$ cat src/rtl/run_ctrl_pkg.sv
// run_ctrl_pkg: shared types and defaults for the run-sequencing controller.
//   state_t    : FSM state encoding (3 bits)
//   BASE_TBL   : default start addresses of programs 1..3
//   next_idx() : program index to use on the next arm
package run_ctrl_pkg;

    typedef enum logic [2:0] {
        IDLE  = 3'd0,
        ARMED = 3'd1,
        LOAD  = 3'd2,
        RUN   = 3'd3,
        DONE  = 3'd4
    } state_t;

    localparam int DEF_A     = 10;
    localparam int DEF_CW    = 16;
    localparam int DEF_NPROG = 3;
    localparam int IDX_W     = 2;

    localparam int BASE_TBL [3] = '{0, 100, 200};

    // The very first arm after reset always selects program 0; later arms
    // step through the series and wrap after the last program.
    function automatic logic [IDX_W-1:0] next_idx(input logic [IDX_W-1:0] cur,
                                                  input logic started,
                                                  input int nprog);
        if (!started)
            return '0;
        if (int'(cur) >= nprog - 1)
            return '0;
        return cur + 1'b1;
    endfunction

endpackage

$ cat src/rtl/run_ctrl_start_edge_det.sv
// start_edge_det: registers the bench Start level and flags its edges.
//   Clk   in  : clock
//   Reset in  : synchronous active-high reset (clears start_r)
//   Start in  : bench request level
//   Rise  out : Start high now, low last cycle
//   Fall  out : Start low now, high last cycle
module start_edge_det (
    input  logic Clk,
    input  logic Reset,
    input  logic Start,
    output logic Rise,
    output logic Fall
);

    logic start_r;

    always_ff @(posedge Clk) begin
        if (Reset)
            start_r <= 1'b0;
        else
            start_r <= Start;
    end

    assign Rise = Start & ~start_r;
    assign Fall = ~Start & start_r;

endmodule

$ cat src/rtl/run_ctrl.sv
// run_ctrl: run-sequencing controller for the instruction-fetch PC.
// Arms a program on a Start rising edge, launches it on the falling edge by
// pulsing PcLoad with the program's base address, lets the PC run until a
// halt instruction or the cycle budget runs out, then freezes the PC and
// raises Done.
//
//   state | meaning
//   IDLE  | after reset, no program armed yet; PC held
//   ARMED | program selected, waiting for Start to fall; PC held
//   LOAD  | one cycle: PcLoad pulse, PC takes PcTarget
//   RUN   | PC free-running, CycleCnt counting, watching for halt/timeout
//   DONE  | program finished; PC held, Done high until next arm
//
// Ports:
//   Clk, Reset (sync, active-high), Start, HaltInstr  : inputs
//   PcLoad, PcTarget, PcHold                          : PC register controls
//   Done, Timeout, ProgIdx, CycleCnt                  : status
module run_ctrl
    import run_ctrl_pkg::*;
#(
    parameter int          A      = DEF_A,
    parameter int          NPROG  = DEF_NPROG,
    parameter int          BASE0  = BASE_TBL[0],
    parameter int          BASE1  = BASE_TBL[1],
    parameter int          BASE2  = BASE_TBL[2],
    parameter int          CW     = DEF_CW,
    parameter int unsigned MAXCYC = 32'h0000_FFFF
) (
    input  logic             Clk,
    input  logic             Reset,
    input  logic             Start,
    input  logic             HaltInstr,
    output logic             PcLoad,
    output logic [A-1:0]     PcTarget,
    output logic             PcHold,
    output logic             Done,
    output logic             Timeout,
    output logic [IDX_W-1:0] ProgIdx,
    output logic [CW-1:0]    CycleCnt
);

    localparam logic [CW-1:0] CNT_MAX  = CW'(MAXCYC);
    localparam logic [CW-1:0] CNT_LAST = CW'(MAXCYC - 1);

    state_t state;
    logic   started;
    logic   rise;
    logic   fall;

    // Any index past the third program reuses the last base address.
    function automatic logic [A-1:0] base_of(input logic [IDX_W-1:0] idx);
        case (idx)
            2'd0:    return A'(BASE0);
            2'd1:    return A'(BASE1);
            default: return A'(BASE2);
        endcase
    endfunction

    start_edge_det u_edge (
        .Clk   (Clk),
        .Reset (Reset),
        .Start (Start),
        .Rise  (rise),
        .Fall  (fall)
    );

    always_ff @(posedge Clk) begin
        if (Reset) begin
            state    <= IDLE;
            started  <= 1'b0;
            PcLoad   <= 1'b0;
            PcTarget <= '0;
            PcHold   <= 1'b1;
            Done     <= 1'b0;
            Timeout  <= 1'b0;
            ProgIdx  <= '0;
            CycleCnt <= '0;
        end else begin
            case (state)
                IDLE: begin
                    PcHold <= 1'b1;
                    if (rise) begin
                        state   <= ARMED;
                        ProgIdx <= next_idx(ProgIdx, started, NPROG);
                        started <= 1'b1;
                    end
                end
                ARMED: begin
                    PcHold <= 1'b1;
                    if (fall) begin
                        state    <= LOAD;
                        PcTarget <= base_of(ProgIdx);
                        PcLoad   <= 1'b1;
                        PcHold   <= 1'b0;
                        CycleCnt <= '0;
                    end
                end
                LOAD: begin
                    state  <= RUN;
                    PcLoad <= 1'b0;
                    PcHold <= 1'b0;
                end
                RUN: begin
                    PcHold <= 1'b0;
                    if (CycleCnt != CNT_MAX)
                        CycleCnt <= CycleCnt + 1'b1;
                    // Halt takes precedence over a budget expiring in the same cycle.
                    if (HaltInstr) begin
                        state   <= DONE;
                        Done    <= 1'b1;
                        Timeout <= 1'b0;
                        PcHold  <= 1'b1;
                    end else if (CycleCnt == CNT_LAST) begin
                        state   <= DONE;
                        Done    <= 1'b1;
                        Timeout <= 1'b1;
                        PcHold  <= 1'b1;
                    end
                end
                DONE: begin
                    PcHold <= 1'b1;
                    if (rise) begin
                        state   <= ARMED;
                        Done    <= 1'b0;
                        Timeout <= 1'b0;
                        ProgIdx <= next_idx(ProgIdx, started, NPROG);
                        started <= 1'b1;
                    end
                end
                default: begin
                    state  <= IDLE;
                    PcHold <= 1'b1;
                end
            endcase
        end
    end

endmodule
$ cat config.mk
export PLATFORM = sky130hd
export DESIGN_NAME = run_ctrl
export DESIGN_NICKNAME = d
export VERILOG_FILES = /design/src/rtl/run_ctrl_pkg.sv /design/src/rtl/run_ctrl_start_edge_det.sv /design/src/rtl/run_ctrl.sv
export SDC_FILE = /design/constraint.sdc
export NUM_CORES = 1
export LEC_CHECK = 0
export CORE_MARGIN = 2
export CORE_UTILIZATION = 27
export DETAILED_ROUTE_END_ITERATION = 8
export SETUP_SLACK_MARGIN = 0.1
export SLEW_MARGIN = 10
export SYNTH_ARGS = -nofsm -noshare
export SYNTH_HDL_FRONTEND = slang
export SYNTH_SLANG_ARGS = --single-unit
$ cat constraint.sdc
create_clock -name Clk -period 1.95 [get_ports Clk]
set_input_delay 0.39 -clock Clk [delete_from_list [all_inputs] [get_ports Clk]]
set_output_delay 0.39 -clock Clk [all_outputs]
set_load 0.005 [all_outputs]
# Yosys cells after proc, flatten, opt, wreduce, memory -nomap -nowiden
# Cells that the tools add are included.
# Widths: inputs -> output; s select.
[op_classes]
bitwise_logic = 4
order_cmp = 1
n_eq_ne = 13
n_addsub = 2
muxes = 45
n_reduce_logical = 14
[ops]
columns = ["cell", "n"]
rows = [
  ["$mux 16", 2],
  ["$pmux 16 s2", 1],
  ["$mux 1", 23],
  ["$add 16x1->16 const B", 1],
  ["$eq 16x16->1 const B", 1],
  ["$mux 2", 8],
  ["$ne 16x16->1 const B", 1],
  ["$pmux 8 s2", 1],
  ["$mux 3", 4],
  ["$pmux 3 s4", 1],
  ["$reduce_and 3->1", 4],
  ["$ne 2x2->1 const B", 4],
  ["$reduce_bool 2->1", 4],
  ["$eq 3x2->1 const B", 2],
  ["$pmux 1 s2", 3],
  ["$reduce_and 2->1", 3],
  ["$pmux 2 s2", 1],
  ["$eq 3x1->1 const B", 1],
  ["$eq 3x3->1 const B", 1],
  ["$logic_not 3->1", 1],
  ["$ne 3x3->1 const B", 1],
  ["$pmux 1 s3", 1],
  ["$add 2x1->2 const B", 1],
  ["$and 1x1->1", 2],
  ["6 further kinds", 7],
]
[totals]
out_inout_bits = 32
regBits = 37

# Longest topological paths before layout
[depth]
depth_word = 13
mapped_depth = 6
ltp_nobuf = 6

# Modules after synthesis
# From an unflattened synthesis, not the netlist that was laid out.
[hier_totals]
cells_unflattened = 181
hier_area_um2 = 1630.3
[modules_own_cells]
columns = ["mod", "area_per_inst_um2", "cells_each", "n_inst"]
rows = [
  ["run_ctrl", 1591.5, 177, 1],
  ["start_edge_det", 38.8, 4, 1],
]

# Worst setup path after synthesis
# No wires, ideal clock.
[synth_path]
path_kind = "flip-flop to flip-flop"
from = "register CycleCnt[3]"
to = "register CycleCnt[15]"
slack_ps = 145
path_stages_with_launch = 5
arrival_time_ps = 1687
setup_ps = 118
period_less_slack_ps = 1805
cell_sequence = "dfxtp_1 > nand4_4 > or3_4 > or4_1 > mux2i_1"
[synth_via]
elab_chain_cells = 3
[synth_lines]
columns = ["element", "line_no", "rtl"]
rows = [
  ["start, declared", "run_ctrl.sv:39", "output logic [CW-1:0] CycleCnt"],
  ["start signal, assigned", "run_ctrl.sv:106", "CycleCnt <= CycleCnt + 1'b1;"],
  ["$add 16x1->16 or $ne 16x16->1 (tied branches)", "run_ctrl.sv:106, run_ctrl.sv:105", ""],
  ["$mux 16 or $ne 2x2->1 (tied branches)", "-", ""],
  ["$pmux 16 s2 or $reduce_and 3->1 (tied branches)", "-", ""],
]
# Parallel ways exist; a longest one is shown, timed or not. The select of a mux whose other input is x is not followed.
# A chain may end at the register's enable or synchronous reset.

# Worst setup path in the final report
[layout_path]
from = "register CycleCnt[11]"
to = "register CycleCnt[15]"
# Same word-level chain as after synthesis.

==> metrics.md <==
| Metric | Value |
|---|---|
| Status | `finished, final reports clean` |
| Clock skew | `0.01012 ns` |
| Slew HR | `64.30%` |
| Pwr/cell area | `580.7 nW/um^2` |
| Die W | `81.47 microns` |
| H-tree Lvls | `2` |
| Max Buffers Root-to-Sink | `2` |
| Vias per inst | `4.979` |
| Final instance area | `2389 sq um` |
| Cts hold-fix bufs | `0` |
| TritonCTS clock tree | `built` |
| Synth area leader | `dfxtp_1` |
| Max-cap viol count | `0` |
| Clock Tree Root | `clkbuf_8` |
| Type of element capturing the critical path | `register` |
| Synth area leaders | `dfxtp_1 (37%), mux2i_1 (5.6%), nand3_1 (4.3%)` |
| DRC viols | `0` |
| Antenna violations before repair | `0` |
| CORE AREA | `5851 sq um` |
| Synth top cells by count | `dfxtp_1 (30), nand2_1 (16), nor2_1 (16)` |
| Final Setup Violations | `0` |
| Grt ovf | `0` |
| Initial core utilization | `27.69%` |
| # rows | `28` |
| Largest net degree at the start of global routing | `16` |
| Data required, critical path | `2.13 ns` |
| Fraction of layout cells with a size suffix above 1 | `22.69%` |
| CTS sink count | `30` |
| Crit start category | `register` |
| Placer Congestion | `0.8353` |
| Vias in the first global route | `1535` |
| Ports | `36` |
| # port buffers | `30` |
| Leak Pwr | `0.8963 nW` |
| Pwr Total | `1.387 mW` |
| Die height | `81.47 microns` |
| First-pass GRT wire length | `7.334 mm` |
| Count leader, synth | `dfxtp_1` |
| Final Hold Viols | `0` |
| Routed Antenna Nets | `0` |
| Total Nets Final | `265` |
| Drt pass-1 iters | `4` |
| Register area share after synthesis | `37.07%` |
| Synthesized area | `1620 sq um` |
| CP Max Fanout | `6` |
| Worst ir drop on vdd | `0.2777 mV` |
| Clk Latency, worst-skew pair | `0.29 ns` |
| Die area | `6637 sq um` |
| WP data arrival | `1.97 ns` |
| Synth Area per Inst | `8.439 sq um` |
| Post-CTS setup buffer count | `0` |
| CTS buffer count | `5` |
| Post-synth top area share | `37.07%` |
| Min Clock Period, post-route | `1.786 ns` |
| Fmax | `0.5599 GHz` |
| Max-slew violation count | `0` |
| DR vias | `1668` |
| Placed Area | `2243 sq um` |
| Fin util | `40.83%` |
| Category of the most critical setup path | `reg2reg` |
| FFs w/ async S/R, synth | `0%` |
| Post-DP HPWL | `3.433 mm` |
| Synth warn | `0` |
| Final wirelength | `4.516 mm` |
| WL/cell | `13.48 microns` |
| All-Layer GR Usage | `14.60%` |
| # diodes | `0` |
| Post-synth EDFFs | `0` |
| Post-synth cell types | `46` |
| Unrepaired setup endpoints after global routing | `yes` |
| Layout area overhead | `47.41%` |
| DR iter-0 viols | `128` |
| Syn Inst Count | `192` |
| Hold Path Class | `reg2reg` |
| Tcrit/Tclk final | `91.59%` |
| Worst-path clk slew | `0.07 ns` |
| Primary FF master, synth | `dfxtp_1` |
| Worst Tran Pin Value | `0.5220 ns` |
| Yosys reg bits | `30` |
[layout make-up]
| cell class | count | area (sq um) |
|---|---|---|
| Fill cell | 603 | 3462 |
| Multi-Input combinational cell | 147 | 968.4 |
| Sequential cell | 30 | 600.6 |
| Timing Repair Buffer | 68 | 585.6 |
| Tap cell | 75 | 93.84 |
| Clock buffer | 5 | 68.82 |
| Clock inverter | 3 | 45.04 |
| Inverter | 7 | 26.28 |
[cell usage in the layout, fill, tap and decap left out, drive strengths merged, types with 7 or more instances in the layout]
cell type / instances
nand2: 16
inv: 7
nor2: 16
dfxtp: 30
clkdlybuf4s50: 30
mux2i: 9
nand2b: 9
buf: 38
a21oi: 12
nand3: 14
[what timing repair did]
item | 4_1_cts | 5_1_grt
endpoints found under the setup margin | 2 | 10
resized for setup | 4 | 5
gates cloned | 0 | 0
[registers in the layout, indices dropped and copies added (netlist names)]
register        flops
PcLoad              1
Done                1
ProgIdx             2
state               3
u_edge.start_r      1
CycleCnt           16
Timeout             1
PcTarget            3
PcHold              1
started             1
[stage by stage]
stage	setup WS (ns)	std cells	hold WS [ns]	setup TNS (ns)
3_5_place_dp	-0.1819	327	0.4825	-0.9258
5_1_grt	0.06297	335	0.5186	0
4_1_cts	0.1164	335	0.4936	0
2_1_floorplan	0.1446	196	0.4571	0
3_3_place_gp	-0.1965	327	0.4802	-0.8116
6_report	0.1639	335	0.4865	0
[path summary, 6_finish.rpt]
check	startpoint	to	slack, ns	cells after the start
setup / recovery	CycleCnt[11]	CycleCnt[15]	0.16	4
hold / removal	CycleCnt[9]	CycleCnt[9]	0.49	2
setup reg to reg	CycleCnt[11]	CycleCnt[15]	0.16	4
hold reg to reg	CycleCnt[9]	CycleCnt[9]	0.49	2
[power by group]
part / total (mW) / internal, mW / switching (mW)
Sequential: 0.628 / 0.622 / 0.00647
Combinational: 0.110 / 0.0530 / 0.0566
Clock: 0.649 / 0.380 / 0.270
[logic make-up (layout without fill, tap and decap cells)]
kind of cell               after synthesis  count (layout)  share of synthesized area, %
AOI/OAI and AO/OA                       46              46                         19.46
adders and majority gates                2               2                         1.544
buffers and inverters                   19              83                         6.024
DFF                                     30              30                         37.07
muxes                                    9               9                         5.560
other                                    1               5                        0.2314
and+or+nand+nor                         85              85                         30.12
[worst max-delay path: stages (launching register included)]
cell     delay [ns]
dfxtp_1        0.40
nand3_1        0.19
or3_4          0.41
or4_1          0.54
mux2i_1        0.14
[layer usage]
metal	track usage [%]	routed length, microns
met3	3.846	183
met1	20.16	2231
met5	0	0
met4	7.458	114
met2	20.74	1986
Note: power is estimated with default switching activity, not from simulation.
